--- src/rtl/video_stream_pkg.sv ---
// Shared types and helpers for the video stream framer.
package video_stream_pkg;

  // Framer control states.
  typedef enum logic {
    IDLE   = 1'b0,
    STREAM = 1'b1
  } state_e;

  // Latched tlast placement: end of frame only, or end of every line.
  localparam logic TLAST_FRAME = 1'b0;
  localparam logic TLAST_LINE  = 1'b1;

  // Bits needed to hold a counter value in the range 0..n-1 (at least 1).
  function automatic int cnt_w(input int n);
    return (n <= 2) ? 1 : $clog2(n);
  endfunction

  // Bits needed for a FIFO pointer over 'depth' entries, with one wrap bit.
  function automatic int ptr_w(input int depth);
    return cnt_w(depth) + 1;
  endfunction

endpackage

--- src/rtl/sync_fifo_fwft.sv ---
// Single-clock first-word-fall-through FIFO. The head entry is visible on
// o_rd_data whenever o_empty is low; i_rd_en pops it. DEPTH must be a power
// of two so the pointers can wrap naturally.
module sync_fifo_fwft
  import video_stream_pkg::*;
#(
  parameter int WIDTH = 24,
  parameter int DEPTH = 16
) (
  input  logic             clk,
  input  logic             rst_n,
  input  logic             i_wr_en,
  input  logic [WIDTH-1:0] i_wr_data,
  input  logic             i_rd_en,
  output logic [WIDTH-1:0] o_rd_data,
  output logic             o_full,
  output logic             o_empty
);

  localparam int AW = cnt_w(DEPTH);
  localparam int PW = ptr_w(DEPTH);

  logic [WIDTH-1:0] r_mem [DEPTH];
  logic [PW-1:0]    r_wr_ptr;
  logic [PW-1:0]    r_rd_ptr;
  logic             w_wr;
  logic             w_rd;

  // Requests are qualified here so a caller can never overrun or underrun.
  assign w_wr = i_wr_en & ~o_full;
  assign w_rd = i_rd_en & ~o_empty;

  // Pointer update; the extra MSB distinguishes full from empty.
  // NOTE: state registers use non-blocking assignments so every flop samples
  // the pre-edge values, independent of the order the blocks are evaluated.
  always_ff @(posedge clk or negedge rst_n) begin
    if (!rst_n) begin
      r_wr_ptr <= '0;
      r_rd_ptr <= '0;
    end else begin
      if (w_wr) r_wr_ptr <= r_wr_ptr + PW'(1);
      if (w_rd) r_rd_ptr <= r_rd_ptr + PW'(1);
    end
  end

  // Storage array write port.
  // NOTE: the array is deliberately not reset; emptiness comes from the
  // pointers, and leaving it unreset lets it map onto plain RAM.
  always_ff @(posedge clk) begin
    if (w_wr) r_mem[r_wr_ptr[AW-1:0]] <= i_wr_data;
  end

  assign o_empty   = (r_wr_ptr == r_rd_ptr);
  assign o_full    = (r_wr_ptr[PW-1] != r_rd_ptr[PW-1]) &&
                     (r_wr_ptr[AW-1:0] == r_rd_ptr[AW-1:0]);
  assign o_rd_data = r_mem[r_rd_ptr[AW-1:0]];

endmodule

--- src/rtl/video_stream_framer.sv ---
// AXI4-Stream video framer: buffers pixels from the compute engine in a FWFT
// FIFO, packs them into tdata, and marks start of frame (tuser) and end of
// line or frame (tlast). Counts completed frames.
// Optional build macro TEST_PATTERN_EN adds a pattern_sel input that replaces
// the pixel stream with eight vertical colour bars.
module video_stream_framer
  import video_stream_pkg::*;
#(
  parameter int X_SIZE     = 640,
  parameter int Y_SIZE     = 480,
  parameter int PIX_W      = 8,
  parameter int CHANNELS   = 3,
  parameter int DATA_W     = 32,
  parameter int FIFO_DEPTH = 16
) (
  input  logic                      out_stream_aclk,
  input  logic                      axi_resetn,
  input  logic                      enable,
  input  logic                      tlast_mode,
`ifdef TEST_PATTERN_EN
  input  logic                      pattern_sel,
`endif
  input  logic                      in_valid,
  output logic                      in_ready,
  input  logic [PIX_W*CHANNELS-1:0] in_data,
  output logic [DATA_W-1:0]         out_stream_tdata,
  output logic [DATA_W/8-1:0]       out_stream_tkeep,
  output logic                      out_stream_tvalid,
  input  logic                      out_stream_tready,
  output logic                      out_stream_tlast,
  output logic                      out_stream_tuser,
  output logic                      busy,
  output logic                      frame_done,
  output logic [15:0]               frame_count
);

  localparam int PXW = PIX_W * CHANNELS;
  localparam int XW  = cnt_w(X_SIZE);
  localparam int YW  = cnt_w(Y_SIZE);

  state_e          r_state;
  state_e          w_state_next;
  logic [XW-1:0]   r_x;
  logic [YW-1:0]   r_y;
  logic            r_mode;
  logic            r_frame_done;
  logic [15:0]     r_frame_count;
  logic            r_in_en;

  logic            w_fifo_full;
  logic            w_fifo_empty;
  logic            w_fifo_wr;
  logic            w_fifo_rd;
  logic [PXW-1:0]  w_fifo_data;

  logic            w_pat_on;
  logic [PXW-1:0]  w_pix;
  logic            w_tvalid;
  logic            w_hs;
  logic            w_x_last;
  logic            w_y_last;
  logic            w_frame_last;
  logic            w_frame_start;

  // ---------------------------------------------------------------------------
  // Input buffer
  // ---------------------------------------------------------------------------
  sync_fifo_fwft #(
    .WIDTH (PXW),
    .DEPTH (FIFO_DEPTH)
  ) u_fifo (
    .clk       (out_stream_aclk),
    .rst_n     (axi_resetn),
    .i_wr_en   (w_fifo_wr),
    .i_wr_data (in_data),
    .i_rd_en   (w_fifo_rd),
    .o_rd_data (w_fifo_data),
    .o_full    (w_fifo_full),
    .o_empty   (w_fifo_empty)
  );

  // Hold in_ready low while reset is asserted and for the first edge after it.
  always_ff @(posedge out_stream_aclk or negedge axi_resetn) begin
    if (!axi_resetn) r_in_en <= 1'b0;
    else             r_in_en <= 1'b1;
  end

  // ---------------------------------------------------------------------------
  // Beat bookkeeping
  // ---------------------------------------------------------------------------
  assign w_tvalid      = (r_state == STREAM) & (w_pat_on | ~w_fifo_empty);
  assign w_hs          = w_tvalid & out_stream_tready;
  assign w_x_last      = (r_x == XW'(X_SIZE - 1));
  assign w_y_last      = (r_y == YW'(Y_SIZE - 1));
  assign w_frame_last  = w_hs & w_x_last & w_y_last;
  // Frame-level settings are captured when leaving IDLE and at each frame end.
  assign w_frame_start = ((r_state == IDLE) & enable) | w_frame_last;

  assign in_ready  = r_in_en & ~w_fifo_full & ~w_pat_on;
  assign w_fifo_wr = in_valid & in_ready;
  assign w_fifo_rd = w_hs & ~w_pat_on;

`ifdef TEST_PATTERN_EN
  logic            r_pattern;
  logic [XW+2:0]   w_x8;
  logic [XW+2:0]   w_bar_full;
  logic [2:0]      w_bar;
  logic [PXW-1:0]  w_pattern;

  // Pattern selection is a per-frame setting, latched with tlast_mode.
  always_ff @(posedge out_stream_aclk or negedge axi_resetn) begin
    if (!axi_resetn)        r_pattern <= 1'b0;
    else if (w_frame_start) r_pattern <= pattern_sel;
  end

  assign w_pat_on   = r_pattern;
  assign w_x8       = {r_x, 3'b000};
  assign w_bar_full = w_x8 / (XW+3)'(X_SIZE);
  assign w_bar      = w_bar_full[2:0];

  // Colour bars: each channel is all ones or all zeros from one bar-index bit.
  always_comb begin
    w_pattern = '0;
    for (int c = 0; c < CHANNELS; c++) begin
      w_pattern[c*PIX_W +: PIX_W] = {PIX_W{w_bar[c % 3]}};
    end
  end

  assign w_pix = w_pat_on ? w_pattern : w_fifo_data;
`else
  assign w_pat_on = 1'b0;
  assign w_pix    = w_fifo_data;
`endif

  // ---------------------------------------------------------------------------
  // Control FSM
  // ---------------------------------------------------------------------------

  // State register.
  always_ff @(posedge out_stream_aclk or negedge axi_resetn) begin
    if (!axi_resetn) r_state <= IDLE;
    else             r_state <= w_state_next;
  end

  // Next-state logic: a frame in flight always finishes before going idle.
  // NOTE: every signal driven in a combinational block gets a default first,
  // so no path can leave it unassigned and infer a latch.
  always_comb begin
    w_state_next = r_state;
    case (r_state)
      IDLE:    if (enable) w_state_next = STREAM;
      STREAM:  if (w_frame_last && !enable) w_state_next = IDLE;
      default: w_state_next = IDLE;
    endcase
  end

  // Output logic: sideband is qualified by tvalid so idle outputs read zero.
  always_comb begin
    out_stream_tvalid = w_tvalid;
    out_stream_tdata  = '0;
    out_stream_tuser  = 1'b0;
    out_stream_tlast  = 1'b0;
    if (w_tvalid) begin
      out_stream_tdata[PXW-1:0] = w_pix;
      out_stream_tuser = (r_x == '0) && (r_y == '0);
      out_stream_tlast = w_x_last && ((r_mode == TLAST_LINE) || w_y_last);
    end
    busy        = (r_state != IDLE);
    frame_done  = r_frame_done;
    frame_count = r_frame_count;
  end

  assign out_stream_tkeep = '1;

  // ---------------------------------------------------------------------------
  // Counters
  // ---------------------------------------------------------------------------

  // tlast placement latched per frame.
  always_ff @(posedge out_stream_aclk or negedge axi_resetn) begin
    if (!axi_resetn)        r_mode <= TLAST_FRAME;
    else if (w_frame_start) r_mode <= tlast_mode;
  end

  // Pixel position advances only on an accepted beat.
  always_ff @(posedge out_stream_aclk or negedge axi_resetn) begin
    if (!axi_resetn) begin
      r_x <= '0;
      r_y <= '0;
    end else if (w_hs) begin
      if (w_x_last) begin
        r_x <= '0;
        r_y <= w_y_last ? '0 : r_y + YW'(1);
      end else begin
        r_x <= r_x + XW'(1);
      end
    end
  end

  // Frame completion pulse and wrapping frame counter.
  always_ff @(posedge out_stream_aclk or negedge axi_resetn) begin
    if (!axi_resetn) begin
      r_frame_done  <= 1'b0;
      r_frame_count <= '0;
    end else begin
      r_frame_done <= w_frame_last;
      if (w_frame_last) r_frame_count <= r_frame_count + 16'd1;
    end
  end

endmodule

--- config.mk ---
export PLATFORM = sky130hd
export DESIGN_NAME = video_stream_framer
export DESIGN_NICKNAME = d
export VERILOG_FILES = /design/src/rtl/video_stream_pkg.sv /design/src/rtl/sync_fifo_fwft.sv /design/src/rtl/video_stream_framer.sv
export SDC_FILE = /design/constraint.sdc
export NUM_CORES = 1
export LEC_CHECK = 0
export BUFFER_PORTS_ARGS = -buffer_cell sky130_fd_sc_hd__buf_2
export CORE_MARGIN = 8
export CORE_UTILIZATION = 58
export CTS_CLUSTER_DIAMETER = 120
export DETAILED_ROUTE_END_ITERATION = 10
export PLACE_DENSITY = 0.76
export RECOVER_POWER = 100
export SLEW_MARGIN = 5
export SYNTH_ARGS = -nofsm -noshare
export SYNTH_HDL_FRONTEND = slang
export SYNTH_HIERARCHICAL = 1
export SYNTH_SLANG_ARGS = --single-unit
--- constraint.sdc ---
create_clock -name out_stream_aclk -period 11.5 [get_ports out_stream_aclk]
set_clock_uncertainty 0.05 [all_clocks]
set_input_delay 1.725 -clock out_stream_aclk [delete_from_list [all_inputs] [get_ports out_stream_aclk]]
set_output_delay 1.725 -clock out_stream_aclk [all_outputs]
set_load 0.01 [all_outputs]
### Word level (Yosys, flattened, before mapping)

Memories as Yosys holds them, arrays and structs flattened.
Index checks and enable logic that the tools add are counted.

| word-level totals | value |
|---|---|
| register bits | 49 |
| bits in writable memories | 384 |
| output and inout port bits | 58 |
| word-level logic and storage cells | 52 |
| memories kept | 1 |

Memory list:

| memory | depth | width | read ports | clocked after memory_dff | wr ports | RTL line | source |
|---|---|---|---|---|---|---|---|
| u_fifo.r_mem | 16 | 24 | 1 | 0 | 1 | sync_fifo_fwft.sv:23 | `logic [WIDTH-1:0] r_mem [DEPTH];` |

| operators by class | value |
|---|---|
| add/sub/neg operators | 5 |
| equal/unequal tests | 5 |
| multiplexer cells | 10 |
| bitwise operators | 13 |
| reduce and logical (&&, ||, !) cells | 9 |

Operators by type and width:

| kind | count |
|---|---|
| 24-bit 2-to-1 mux | 1 |
| 16-bit by 1-bit adder with 16-bit output, second input constant | 1 |
| 10-bit by 1-bit adder with 10-bit output, second input constant | 1 |
| 5-bit by 1-bit adder with 5-bit output, second input constant | 2 |
| 10-bit == test, second input constant | 1 |
| 10-bit logical NOT | 1 |
| 10-bit 2-to-1 mux | 1 |
| 9-bit by 1-bit adder with 9-bit output, second input constant | 1 |
| 1-bit bitwise AND | 9 |
| 9-bit == test, second input constant | 1 |
| 9-bit logical NOT | 1 |
| 9-bit 2-to-1 mux | 1 |
| 1-bit 2-to-1 mux | 6 |
| 5-bit == test | 1 |
| 4-bit == test | 1 |
| 1-bit logical AND | 4 |
| 1-bit inverter | 3 |
| 1-bit case mux with 2 select lines | 1 |
| 2-bit AND reduction | 1 |
| 1-bit logical NOT | 1 |
| 1-bit logical OR | 1 |
| 1-bit != test | 1 |
| 1-bit bitwise OR | 1 |

### Longest topological paths before layout

Gate-level depths: netlist of run 1.

| logic depth | value |
|---|---|
| word-level depth | 9 |
| depth in mapped cells | 11 |

### Cells and area by module

The synthesis of run 1 kept the hierarchy.

Modules (own cells, without submodules):

| module | instances | cells an instance | area each (um^2) | sequential area each (um^2) |
|---|---|---|---|---|
| sync_fifo_fwft | 1 | 668 | 15029.4 | 11781.3 |
| video_stream_framer | 1 | 225 | 2253.4 | 975.9 |

### Worst setup path before layout of run 1

No wires, ideal clock.

| timing path | value |
|---|---|
| path type | input to register |
| start point | input port in_valid |
| end point | memory u_fifo.r_mem[0][0] (enable) |
| library setup time | 466 ps |
| data arrival time | 4374 ps |
| slack | 6610 ps |
| stages on the path | 3 |
| buffers on the path | 0 |
| cells stage by stage | and2_1 > nand2_1 > nor4_1 |

| on the way | value |
|---|---|
| longest elaborated chain between the ends | 4 |

Ends and longest elaborated chain:

| item | RTL line | source |
|---|---|---|
| start, declared | video_stream_framer.sv:23 | `input logic in_valid,` |
| 1-bit bitwise AND | video_stream_framer.sv:100 | `assign w_fifo_wr = in_valid & in_ready;` |
| 1-bit bitwise AND | sync_fifo_fwft.sv:30 | `assign w_wr = i_wr_en & ~o_full;` |
| 1-bit 2-to-1 mux | sync_fifo_fwft.sv:50 | `if (w_wr) r_mem[r_wr_ptr[AW-1:0]] <= i_wr_data;` |
| 1-bit 2-to-1 mux (not written as such) | sync_fifo_fwft.sv:50 |  |
| end, declared | sync_fifo_fwft.sv:23 |  |

Every way passes these cells.

### Final worst setup path of run 1

| timing path | value |
|---|---|
| start point | register u_fifo.r_rd_ptr[0] |
| end point | output port out_stream_tuser |

| on the way | value |
|---|---|
| longest elaborated chain between the ends | 4 |

Ends and longest elaborated chain:

| item | RTL line | source |
|---|---|---|
| start, declared | sync_fifo_fwft.sv:25 | `logic [PW-1:0] r_rd_ptr;` |
| start signal, assigned | sync_fifo_fwft.sv:42 | `if (w_rd) r_rd_ptr <= r_rd_ptr + PW'(1);` |
| 5-bit == test | sync_fifo_fwft.sv:53 | `assign o_empty = (r_wr_ptr == r_rd_ptr);` |
| net w_fifo_empty | video_stream_framer.sv:51 | `logic w_fifo_empty;` |
| 1-bit inverter | video_stream_framer.sv:91 | `assign w_tvalid = (r_state == STREAM) & (w_pat_on \| ~w_fifo_empty);` |
| 1-bit bitwise AND | video_stream_framer.sv:91 |  |
| 1-bit 2-to-1 mux | video_stream_framer.sv:163 | `if (w_tvalid) begin` |
| end, declared | video_stream_framer.sv:31 | `output logic out_stream_tuser,` |

The timed path passes the listed nets, and every way through them passes these cells.

==> results.sh, run 1 <==
export IMPL_outcome="finished with violations"
export IMPL_violations="capacitance limit, slew limit"
export IMPL_power_share_clock_pct=29.7
export IMPL_seq_area_frac_synth_pct=73.8
export IMPL_synth_cells=893
export IMPL_die_y_um=189
export IMPL_via_per_inst=6.21
export IMPL_maxSlewViolCount=368
export IMPL_path_buf_inv=2
export IMPL_cts_resized_gates=0
export IMPL_core_area_sq_mm=0.0295
export IMPL_cellPowerDensity_mw_per_mm2=233
export IMPL_maxCapViolCount=14
export IMPL_synthTopCellsByCount="edfxtp_1 (384), mux4_2 (96), dfrtp_1 (49), o22ai_1 (49), nor2_1 (36)"
export IMPL_fin_util_pct=65.1
export IMPL_timing_final_ws_setup_ps=3690
export IMPL_path_max_fanout=54
export IMPL_fmax_mhz=128
export IMPL_areaGrowthSynthToFinish_pct=11.1
export IMPL_fillers=1976
export IMPL_ys_top_cells_by_area="edfxtp_1 (67%), mux4_2 (13%), dfrtp_1 (7.1%)"
export IMPL_grt_ovfl_total=0
export IMPL_grt_pass1_wl_um=54400
export IMPL_max_slew_margin_pct=-114
export IMPL_multiInputGateArea_sq_mm=0.00414
export IMPL_ff_latch_area_sq_mm=0.0128
export IMPL_critPathTopFamily="flip-flops"
export IMPL_insertion_delay_ps=540
export IMPL_worst_pin_slew_ps=3200
export IMPL_rsz0062_at_grt="no"
export IMPL_cts_setup_buffers=0
export IMPL_grt_max_degree=62
export IMPL_syn_avg_cell_area_sq_um=19.4
export IMPL_clock_sinks=433
export IMPL_hold_violations=0
export IMPL_drcViolationCount=0
export IMPL_n_antenna_cell=0
export IMPL_cp_slowest_cell="dfrtp_1"
export IMPL_vdd_drop_max_mv=0.164
export IMPL_io_pins=88
export IMPL_wl_per_cell_um=24.9
export IMPL_comb_power_share_pct=26.3
export IMPL_cp_end_kind="primary output"
export IMPL_post_route_period_util_pct=67.9
export IMPL_firstDrtPassIters=5
export IMPL_antenna_found_initial=0
export IMPL_synth_seq_cells=433
export IMPL_drive_above_1_share_pct=18.2
export IMPL_ys_warn_count=6
export IMPL_drt_iter0_markers=697
export IMPL_vias=8814
export IMPL_nets=1036
export IMPL_rows=63
export IMPL_synth_ff_type="edfxtp_1"
export IMPL_postRouteAntennaNets=0
export IMPL_p_leak_nw=6.34
export IMPL_cts_reportedPaths_clkPinSlew_ps=60
export IMPL_place_hpwl_um=19900
export IMPL_setup_viol=0
export IMPL_synth_edf_count=384
export IMPL_synth_top_area_cell="edfxtp_1"
export IMPL_ys_types=52
export IMPL_grt_pass1_vias=8976
export IMPL_place_gp_congestion=0.769
export IMPL_fin_setup_tns_ps=0
export IMPL_critPathLaunchType="register"
export IMPL_cpPeakStageDelay_ps=2530
export IMPL_syn_area_sq_mm=0.0173
export IMPL_p_sw_share_pct=29.9
export IMPL_hold_class="register to register"
export IMPL_die_w_um=189
export IMPL_start_util_pct=58.6
export IMPL_routed_wl_um=35300
export IMPL_synth_async_sr_flop_share_pct=11.3
export IMPL_synth_top_area_share_pct=66.7
export IMPL_whs_ps=426
export IMPL_arrival_ps=6030
export IMPL_seq_power_share_pct=44.0
export IMPL_cts_max_level=2
export IMPL_track_usage_pct=19.8
export IMPL_crit_required_ps=9730
export IMPL_path_class="register to primary output"
export IMPL_dp_slack_ps=6130
export IMPL_finalPower_w=0.00447
export IMPL_fin_crit_ps=7810
export IMPL_internal_power_w=0.00313
export IMPL_port_buffers=75
export IMPL_postCtsHoldBufs=0
export IMPL_synthMostInstantiatedCell="edfxtp_1"
export IMPL_cts_tree="built"
export IMPL_cts_buffer_depth=3
export IMPL_cts_buffers=44
export IMPL_cts_root_buf="clkbuf_16"
export IMPL_die_area_sq_mm=0.0356
export IMPL_path_cells="xnor2_1, nand4_1, nor2_1, nor2b_1, buf_4, nand3_1, nor4_1, clkbuf_1"
export IMPL_power_switching_w=0.00134
[logic make-up (layout without fill, tap and decap cells)]
family                   count (synthesis)  in the layout  share of synthesized area, %
flip-flops                             433            433                          73.8
AND/OR/NAND/NOR                        168            168                          5.55
multiplexers                           103            103                          13.0
AO/OA/AOI/OAI                           75             75                          2.93
buffers and inverters                   67            192                          2.17
XOR/XNOR                                35             35                          1.77
adder cells (fa/ha/maj)                 10             10                         0.724
other                                    2             13                        0.0435
[power groups by stage]
stage	clock network [W]	logic, W	registers, W
CTS	0.00135	0.00121	0.00197
global placement	0	0.00118	0.00200
floorplan	0	0.000957	0.00188
global route	0.00141	0.00126	0.00199
detailed placement	0	0.00120	0.00200
finish	0.00133	0.00117	0.00196
[worst paths after layout]
kind	from	to	slack [ps]	depth (start not counted)
hold reg to reg	frame_count[15]	frame_count[15]	430	1
hold / removal	frame_count[15]	frame_count[15]	430	1
setup reg to reg	u_fifo/r_rd_ptr[0]	u_fifo/r_mem[11][4]	4350	8
max in group asynchronous	axi_resetn	u_fifo/r_rd_ptr[1]	7430	2
setup / recovery	u_fifo/r_rd_ptr[0]	out_stream_tuser	3690	8
min in group asynchronous	axi_resetn	r_x[5]	2080	2
[cell usage in the layout, fill, tap and decap left out, types with 5 or more instances in the layout]
master	n
inv_1	10
xnor2_1	25
nand2_1	17
ha_1	10
clkinv_1	13
and3_1	12
clkinv_2	8
buf_4	7
o21ai_0	9
nor2_1	37
conb_1	13
mux4_2	96
buf_2	17
nand4_1	12
nand3_1	11
nor4_1	9
o22ai_1	49
nor2b_1	5
xor2_1	10
nand2b_1	5
mux2_1	5
clkbuf_1	86
and2_0	11
edfxtp_1	384
dfrtp_1	47
and2_1	15
nor3_1	16
clkbuf_16	44
[routing by layer]
layer,track usage [%],vias up,part of all wire (%)
met4,5.29,0,2.0
met1,26.6,4587,41
li1,-,3784,-
met3,3.79,59,7.0
met5,0,-,0
met2,33.1,384,50
[flip-flops by register name, indices dropped and copies added (netlist names)]
signal,flops
frame_count,16
r_in_en,1
r_x,10
r_y,9
frame_done,1
u_fifo/r_wr_ptr,5
u_fifo/r_rd_ptr,5
u_fifo/r_mem,384
busy,1
r_mode,1
[cell type report]
type | instances | share of cell area [%]
timing repair buffer | 103 | 2.26
multi-input combinational | 404 | 21.6
clock buffer | 51 | 5.87
inverter | 10 | 0.196
clock inverter | 28 | 1.09
tap | 390 | 2.54
sequential | 433 | 66.5
[stage by stage]
| stage | area, sq um | cells |
|---|---|---|
| after floorplan | 17300 | 904 |
| after global placement | 18200 | 1340 |
| after detailed placement | 18200 | 1340 |
| after CTS | 19500 | 1419 |
| after global routing | 19200 | 1419 |
| final | 19200 | 1419 |
Power figures use the tool's default switching activity.
==> run 2: changes to the inputs <==
==> constraint.sdc (replaced) <==
create_clock -name out_stream_aclk -period 8.1 [get_ports out_stream_aclk]
set_clock_uncertainty 0.05 [all_clocks]
set_input_delay 1.215 -clock out_stream_aclk [delete_from_list [all_inputs] [get_ports out_stream_aclk]]
set_output_delay 1.215 -clock out_stream_aclk [all_outputs]
set_load 0.01 [all_outputs]
==> run 2 against run 1 <==
The flow still finishes with violations (capacitance limit, slew limit). Global-route usage increased by 0.089 points. Core utilization increased by 0.32 points. Die area unchanged. Worst setup slack got worse by 1700 ps. Clock power increased by 45%. Sequential share of layout area decreased by 0.32 points. Final cell count about the same. Sequential power increased by 40%. Largest cell class unchanged. Hold slack about the same. Total power increased by 43%. First-iteration DRC count increased by 31%. Via count about the same.
==> results.sh, run 2 (synthesis gave the netlist of run 1 again) <==
export IMPL_outcome="finished with violations"
export IMPL_violations="capacitance limit, slew limit"
export IMPL_wl_per_cell_um=24.9
export IMPL_firstDrtPassIters=5
export IMPL_via_per_inst=6.21
export IMPL_p_sw_share_pct=29.7
export IMPL_place_hpwl_um=20100
export IMPL_cellPowerDensity_mw_per_mm2=332
export IMPL_cts_reportedPaths_clkPinSlew_ps=60
export IMPL_critPathLaunchType="register"
export IMPL_io_pins=88
export IMPL_ff_latch_area_sq_mm=0.0128
export IMPL_track_usage_pct=19.9
export IMPL_grt_pass1_wl_um=54300
export IMPL_maxSlewViolCount=296
export IMPL_fin_setup_tns_ps=0
export IMPL_cts_root_buf="clkbuf_16"
export IMPL_clock_sinks=433
export IMPL_setup_viol=0
export IMPL_cts_buffer_depth=3
export IMPL_r2r_start="u_fifo/r_rd_ptr[1]"
export IMPL_arrival_ps=6160
export IMPL_max_slew_margin_pct=-78.9
export IMPL_power_share_clock_pct=30.1
export IMPL_cts_tree="built"
export IMPL_postCtsHoldBufs=0
export IMPL_port_buffers=75
export IMPL_final_cell_mix="edfxtp_1 (384), mux4_2 (96), clkbuf_1 (76)"
export IMPL_fmax_mhz=165
export IMPL_cts_max_level=2
export IMPL_post_route_period_util_pct=75.0
export IMPL_critPathLaunch="u_fifo/r_rd_ptr[1]"
export IMPL_drt_iter0_markers=914
export IMPL_drcViolationCount=0
export IMPL_routed_wl_um=35200
export IMPL_vdd_drop_max_mv=0.248
export IMPL_drive_above_1_share_pct=19.3
export IMPL_cp_slowest_cell="dfrtp_1"
export IMPL_comb_power_share_pct=27.0
export IMPL_insertion_delay_ps=540
export IMPL_cts_buffers=44
export IMPL_cts_setup_buffers=0
export IMPL_seq_power_share_pct=42.9
export IMPL_fillers=1960
export IMPL_grt_max_degree=50
export IMPL_grt_pass1_vias=9038
export IMPL_multiInputGateArea_sq_mm=0.00415
export IMPL_cpPeakStageDelay_ps=1490
export IMPL_postRouteAntennaNets=0
export IMPL_vias=8809
export IMPL_path_class="register to register"
export IMPL_place_gp_congestion=0.760
export IMPL_areaGrowthSynthToFinish_pct=11.6
export IMPL_path_max_fanout=34
export IMPL_internal_power_w=0.00450
export IMPL_cp_end_kind="register"
export IMPL_hold_violations=0
export IMPL_whs_ps=427
export IMPL_grt_ovfl_total=0
export IMPL_n_antenna_cell=0
export IMPL_nets=1033
export IMPL_cts_resized_gates=0
export IMPL_largest_reg_flops=384
export IMPL_min_delay_start="frame_count[15]"
export IMPL_worst_pin_slew_ps=2680
export IMPL_antenna_found_initial=1
export IMPL_maxCapViolCount=15
export IMPL_hold_class="register to register"
export IMPL_dp_slack_ps=3690
export IMPL_core_area_sq_mm=0.0295
export IMPL_rsz0062_at_grt="no"
export IMPL_layout_commonest_cell="edfxtp_1"
export IMPL_path_cells="xnor2_1, nand4_1, nor2_1, nor2b_1, and2_0, nand2_1, nor3_1, clkbuf_1"
export IMPL_path_buf_inv=1
export IMPL_p_leak_nw=6.38
export IMPL_critPathTopFamily="simple AND/OR/NAND/NOR gates"
export IMPL_rows=63
export IMPL_die_w_um=189
export IMPL_timing_final_ws_setup_ps=2020
export IMPL_start_util_pct=58.6
export IMPL_die_y_um=189
export IMPL_crit_required_ps=8180
export IMPL_power_switching_w=0.00190
export IMPL_die_area_sq_mm=0.0356
export IMPL_fin_crit_ps=6080
==> run 2: cell count changes in the layout (fill, tap and decap cells not counted), sizes merged <==
cell,previous run,this run
clkbuf,130,121
bufinv,2,3
clkinvlp,1,2
buf,24,37
inv,13,10
clkinv,22,18
==> run 2: layout make-up <==
cell class	instances	area share [%]
Clock buffer	58	6.09
Clock inverter	23	1.13
Inverter	10	0.195
Multi-Input combinational cell	404	21.5
Sequential cell	433	66.2
Tap cell	390	2.53
Timing Repair Buffer	100	2.38
==> run 2: layer usage <==
metal	track usage [%]	wire, um	up-vias
met2	31.8	17100	376
met3	3.84	2530	70
met4	6.55	980	2
met1	27.6	14600	4557
li1	-	-	3804
met5	0	13	-
==> run 2: final timing paths <==
path,cells past startpoint,endpoint,slack (ps)
max reg2reg,8,u_fifo/r_mem[9][5],2020
max,8,u_fifo/r_mem[9][5],2020
min in group asynchronous,2,r_x[8],1570
min,1,frame_count[15],430
max in group asynchronous,2,u_fifo/r_rd_ptr[0],4540
min reg2reg,1,frame_count[15],430
==> run 2: power by group through the flow <==
stage / clock (W) / combinational, W / sequential [W]
global placement: 0 / 0.00175 / 0.00278
CTS: 0.00197 / 0.00179 / 0.00275
floorplan: 0 / 0.00136 / 0.00267
finish: 0.00193 / 0.00173 / 0.00274
detailed placement: 0 / 0.00177 / 0.00279
global route: 0.00204 / 0.00188 / 0.00276
==> run 2: stage by stage <==
stage          utilization [%]  cells  cell area [sq um]  power, W
6_report                  65.4   1418              19300   0.00640
5_1_grt                   65.4   1418              19300   0.00668
4_1_cts                   66.3   1418              19500   0.00650
3_5_place_dp              61.6   1337              18100   0.00456
3_3_place_gp              61.6   1337              18100   0.00453
2_1_floorplan                -    904              17300   0.00403
==> run 3: changes to the inputs <==
--- a/config.mk
+++ b/config.mk
@@ -5,12 +5,13 @@
 export SDC_FILE = /design/constraint.sdc
 export NUM_CORES = 1
 export LEC_CHECK = 0
+export ABC_AREA = 1
 export BUFFER_PORTS_ARGS = -buffer_cell sky130_fd_sc_hd__buf_2
 export CORE_MARGIN = 8
-export CORE_UTILIZATION = 58
+export CORE_UTILIZATION = 55
 export CTS_CLUSTER_DIAMETER = 120
 export DETAILED_ROUTE_END_ITERATION = 10
-export PLACE_DENSITY = 0.76
+export PLACE_DENSITY = 0.75
 export RECOVER_POWER = 100
 export SLEW_MARGIN = 5
 export SYNTH_ARGS = -nofsm -noshare
==> constraint.sdc (replaced) <==
create_clock -name out_stream_aclk -period 5.45 [get_ports out_stream_aclk]
set_clock_uncertainty 0.05 [all_clocks]
set_input_delay 0.8175 -clock out_stream_aclk [delete_from_list [all_inputs] [get_ports out_stream_aclk]]
set_output_delay 0.8175 -clock out_stream_aclk [all_outputs]
set_load 0.01 [all_outputs]
==> run 3 against run 2 <==
The run still ends with capacitance limit, slew limit left. Global-route usage is 1.4 points higher. Sequential share of layout area fell by 4.8 points. Hold slack worse by 4.4 ps. Core utilization decreased by 4.5 points. Sequential power is 49% higher.
==> results.sh, run 3 <==
export IMPL_synth_cells=1805
export IMPL_arrival_ps=4780
export IMPL_cellPowerDensity_mw_per_mm2=495
export IMPL_whs_ps=422
export IMPL_synth_async_sr_flop_share_pct=11.3
export IMPL_via_per_inst=5.54
export IMPL_fin_util_pct=60.9
export IMPL_nets=1896
export IMPL_synth_edf_count=384
export IMPL_grtUsageMet2_pct=35.8
export IMPL_die_y_um=201
export IMPL_cts_buffer_depth=3
export IMPL_path_class="register to register"
export IMPL_rows=68
export IMPL_maxCapViolCount=4
export IMPL_fillers=2729
export IMPL_setup_viol=0
export IMPL_areaGrowthSynthToFinish_pct=10.3
export IMPL_seq_area_frac_synth_pct=67.7
export IMPL_die_w_um=201
export IMPL_cp_end_kind="register"
export IMPL_postCtsHoldBufs=0
export IMPL_r2r_end="u_fifo/r_mem[14][8]"
export IMPL_grt_met3_usage_pct=4.39
export IMPL_cts_reportedPaths_clkPinSlew_ps=60
export IMPL_worst_pin_slew_ps=2800
export IMPL_synth_top_area_share_pct=61.2
export IMPL_max_slew_margin_pct=-86.5
export IMPL_synth_top_area_cell="edfxtp_1"
export IMPL_busiest_layer="met2"
export IMPL_post_route_period_util_pct=85.6
export IMPL_cts_max_level=2
export IMPL_core_area_sq_mm=0.0341
export IMPL_fin_setup_tns_ps=0
export IMPL_vias=13000
export IMPL_layout_commonest_cell="nand2_1"
export IMPL_ys_top_cells_by_area="edfxtp_1 (61%), nand2_1 (9.0%), nor2_1 (6.8%)"
export IMPL_path_max_fanout=25
export IMPL_cpPeakStageDelay_ps=1140
export IMPL_postRouteAntennaNets=0
export IMPL_maxSlewViolCount=125
export IMPL_largest_reg_flops=384
export IMPL_fmax_mhz=214
export IMPL_place_gp_congestion=0.868
export IMPL_cts_resized_gates=0
export IMPL_wl_per_cell_um=18.7
export IMPL_fin_crit_ps=4670
export IMPL_synthTopCellsByCount="nand2_1 (450), edfxtp_1 (384), nor2_1 (341)"
export IMPL_cts_setup_buffers=0
export IMPL_crit_required_ps=5560
export IMPL_path_depth=10
export IMPL_start_util_pct=55.2
export IMPL_cp_slowest_cell="nor2_4"
export IMPL_vdd_drop_max_mv=0.361
export IMPL_path_buf_inv=3
export IMPL_critPathCapture="u_fifo/r_mem[14][8]"
export IMPL_min_delay_start="tlast_mode"
export IMPL_r2r_start="u_fifo/r_rd_ptr[2]"
export IMPL_critPathTopFamily="simple AND/OR/NAND/NOR gates"
export IMPL_synth_seq_cells=433
export IMPL_power_share_clock_pct=29.1
export IMPL_syn_area_sq_mm=0.0188
export IMPL_violations="capacitance limit, slew limit"
export IMPL_drt_iter0_markers=1127
export IMPL_seq_power_share_pct=39.6
export IMPL_die_area_sq_mm=0.0404
export IMPL_antenna_found_initial=2
export IMPL_hold_violations=0
export IMPL_io_pins=88
export IMPL_ff2ff_path_depth=10
export IMPL_firstDrtPassIters=5
export IMPL_critPathLaunch="u_fifo/r_rd_ptr[2]"
export IMPL_port_buffers=75
export IMPL_power_switching_w=0.00375
export IMPL_stdcell_area_sq_mm=0.0208
export IMPL_cts_buffers=45
export IMPL_cts_tree="built"
export IMPL_hold_class="input port to register"
export IMPL_drive_above_1_share_pct=6.29
export IMPL_grt_ovfl_total=0
export IMPL_routed_wl_um=44000
export IMPL_critPathLaunchType="register"
export IMPL_cts_root_buf="clkbuf_16"
export IMPL_synthMostInstantiatedCell="nand2_1"
export IMPL_rsz0062_at_grt="no"
export IMPL_grtUsageMet1_pct=26.9
export IMPL_outcome="finished with violations"
export IMPL_grt_pass1_vias=12800
export IMPL_regToRegSetupSlack_ps=780
export IMPL_grt_max_degree=194
export IMPL_place_hpwl_um=23400
export IMPL_ys_types=34
export IMPL_final_cell_mix="nand2_1 (453), edfxtp_1 (384), nor2_1 (327)"
export IMPL_insertion_delay_ps=550
export IMPL_drcViolationCount=0
export IMPL_path_cells="inv_1, nand2_1, nand2_1, nor2_1, nand3_1, inv_1, nor3b_1, buf_4, nand2_1, nor2_4"
export IMPL_track_usage_pct=21.3
export IMPL_ys_warn_count=6
export IMPL_comb_power_share_pct=31.3
export IMPL_syn_avg_cell_area_sq_um=10.4
export IMPL_crit_top_cell="nand2_1"
export IMPL_synth_ff_type="edfxtp_1"
export IMPL_placed_cell_area_sq_mm=0.0195
export IMPL_p_leak_nw=7.98
export IMPL_internal_power_w=0.00653
export IMPL_clock_sinks=433
export IMPL_p_sw_share_pct=36.5
export IMPL_grt_pass1_wl_um=68700
[run 3: cell types whose count changed after synthesis, moves of 49 or more]
cell / before / now
o21ai_0: 6 / 163
mux4_2: 96 / 0
nor2_1: 36 / 341
nand2_1: 17 / 450
inv_1: 10 / 102
nand3_1: 11 / 110
o22ai_1: 49 / 0
[run 3: cell families after synthesis]
group | Yosys count | share of synthesized area [%]
compound gates | 195 | 5.26
xor+xnor | 19 | 0.883
fa+ha+maj | 10 | 0.664
buf+inv | 207 | 5.09
flops | 433 | 67.7
other cells | 2 | 0.0398
simple gates | 939 | 20.4
[run 3: area by class of cell]
type,instances,area [sq um],share of cell area [%]
Sequential cell,433,12800,61.4
Multi-Input combinational cell,1176,5200,25.0
Clock buffer,66,1270,6.10
Tap cell,455,569,2.74
Inverter,114,430,2.07
Timing Repair Buffer,86,378,1.82
Clock inverter,18,175,0.843
Antenna cell,1,2.50,0.0120
[run 3: worst min-delay path by stage]
stage,end,cells past startpoint
3_5_place_dp,r_x[4],1
5_1_grt,r_mode,3
4_1_cts,r_x[3],2
2_1_floorplan,r_x[4],1
3_3_place_gp,r_x[4],1
6_report,r_mode,3
[run 3: worst reg2reg max path: stages (launching register included)]
cell     delay [ps]
dfrtp_1         530
inv_1           890
nand2_1         100
nand2_1         100
nor2_1           60
nand3_1         250
inv_1           100
nor3b_1         220
buf_4           170
nand2_1         630
nor2_4         1150
[run 3: routing by layer]
metal,vias to the layer above,share of wire (%)
li1,6102,-
met1,6239,41
met2,546,48
met3,119,7.6
met4,2,3.5
met5,-,0.030
[run 3: through the flow]
step,power (W),std cells,setup WS [ps]
3_3_place_gp,0.00733,2264,1690
2_1_floorplan,0.00640,1816,2070
6_report,0.0103,2349,785
3_5_place_dp,0.00739,2264,1750
5_1_grt,0.0109,2349,503
4_1_cts,0.0104,2348,1090
[run 3: power groups by stage]
| stage | combinational [W] | clock, W | sequential, W |
|---|---|---|---|
| after floorplan | 0.00243 | 0 | 0.00397 |
| after global placement | 0.00320 | 0 | 0.00412 |
| after detailed placement | 0.00326 | 0 | 0.00413 |
| after CTS | 0.00331 | 0.00304 | 0.00407 |
| after global routing | 0.00361 | 0.00317 | 0.00410 |
| final | 0.00322 | 0.00300 | 0.00407 |
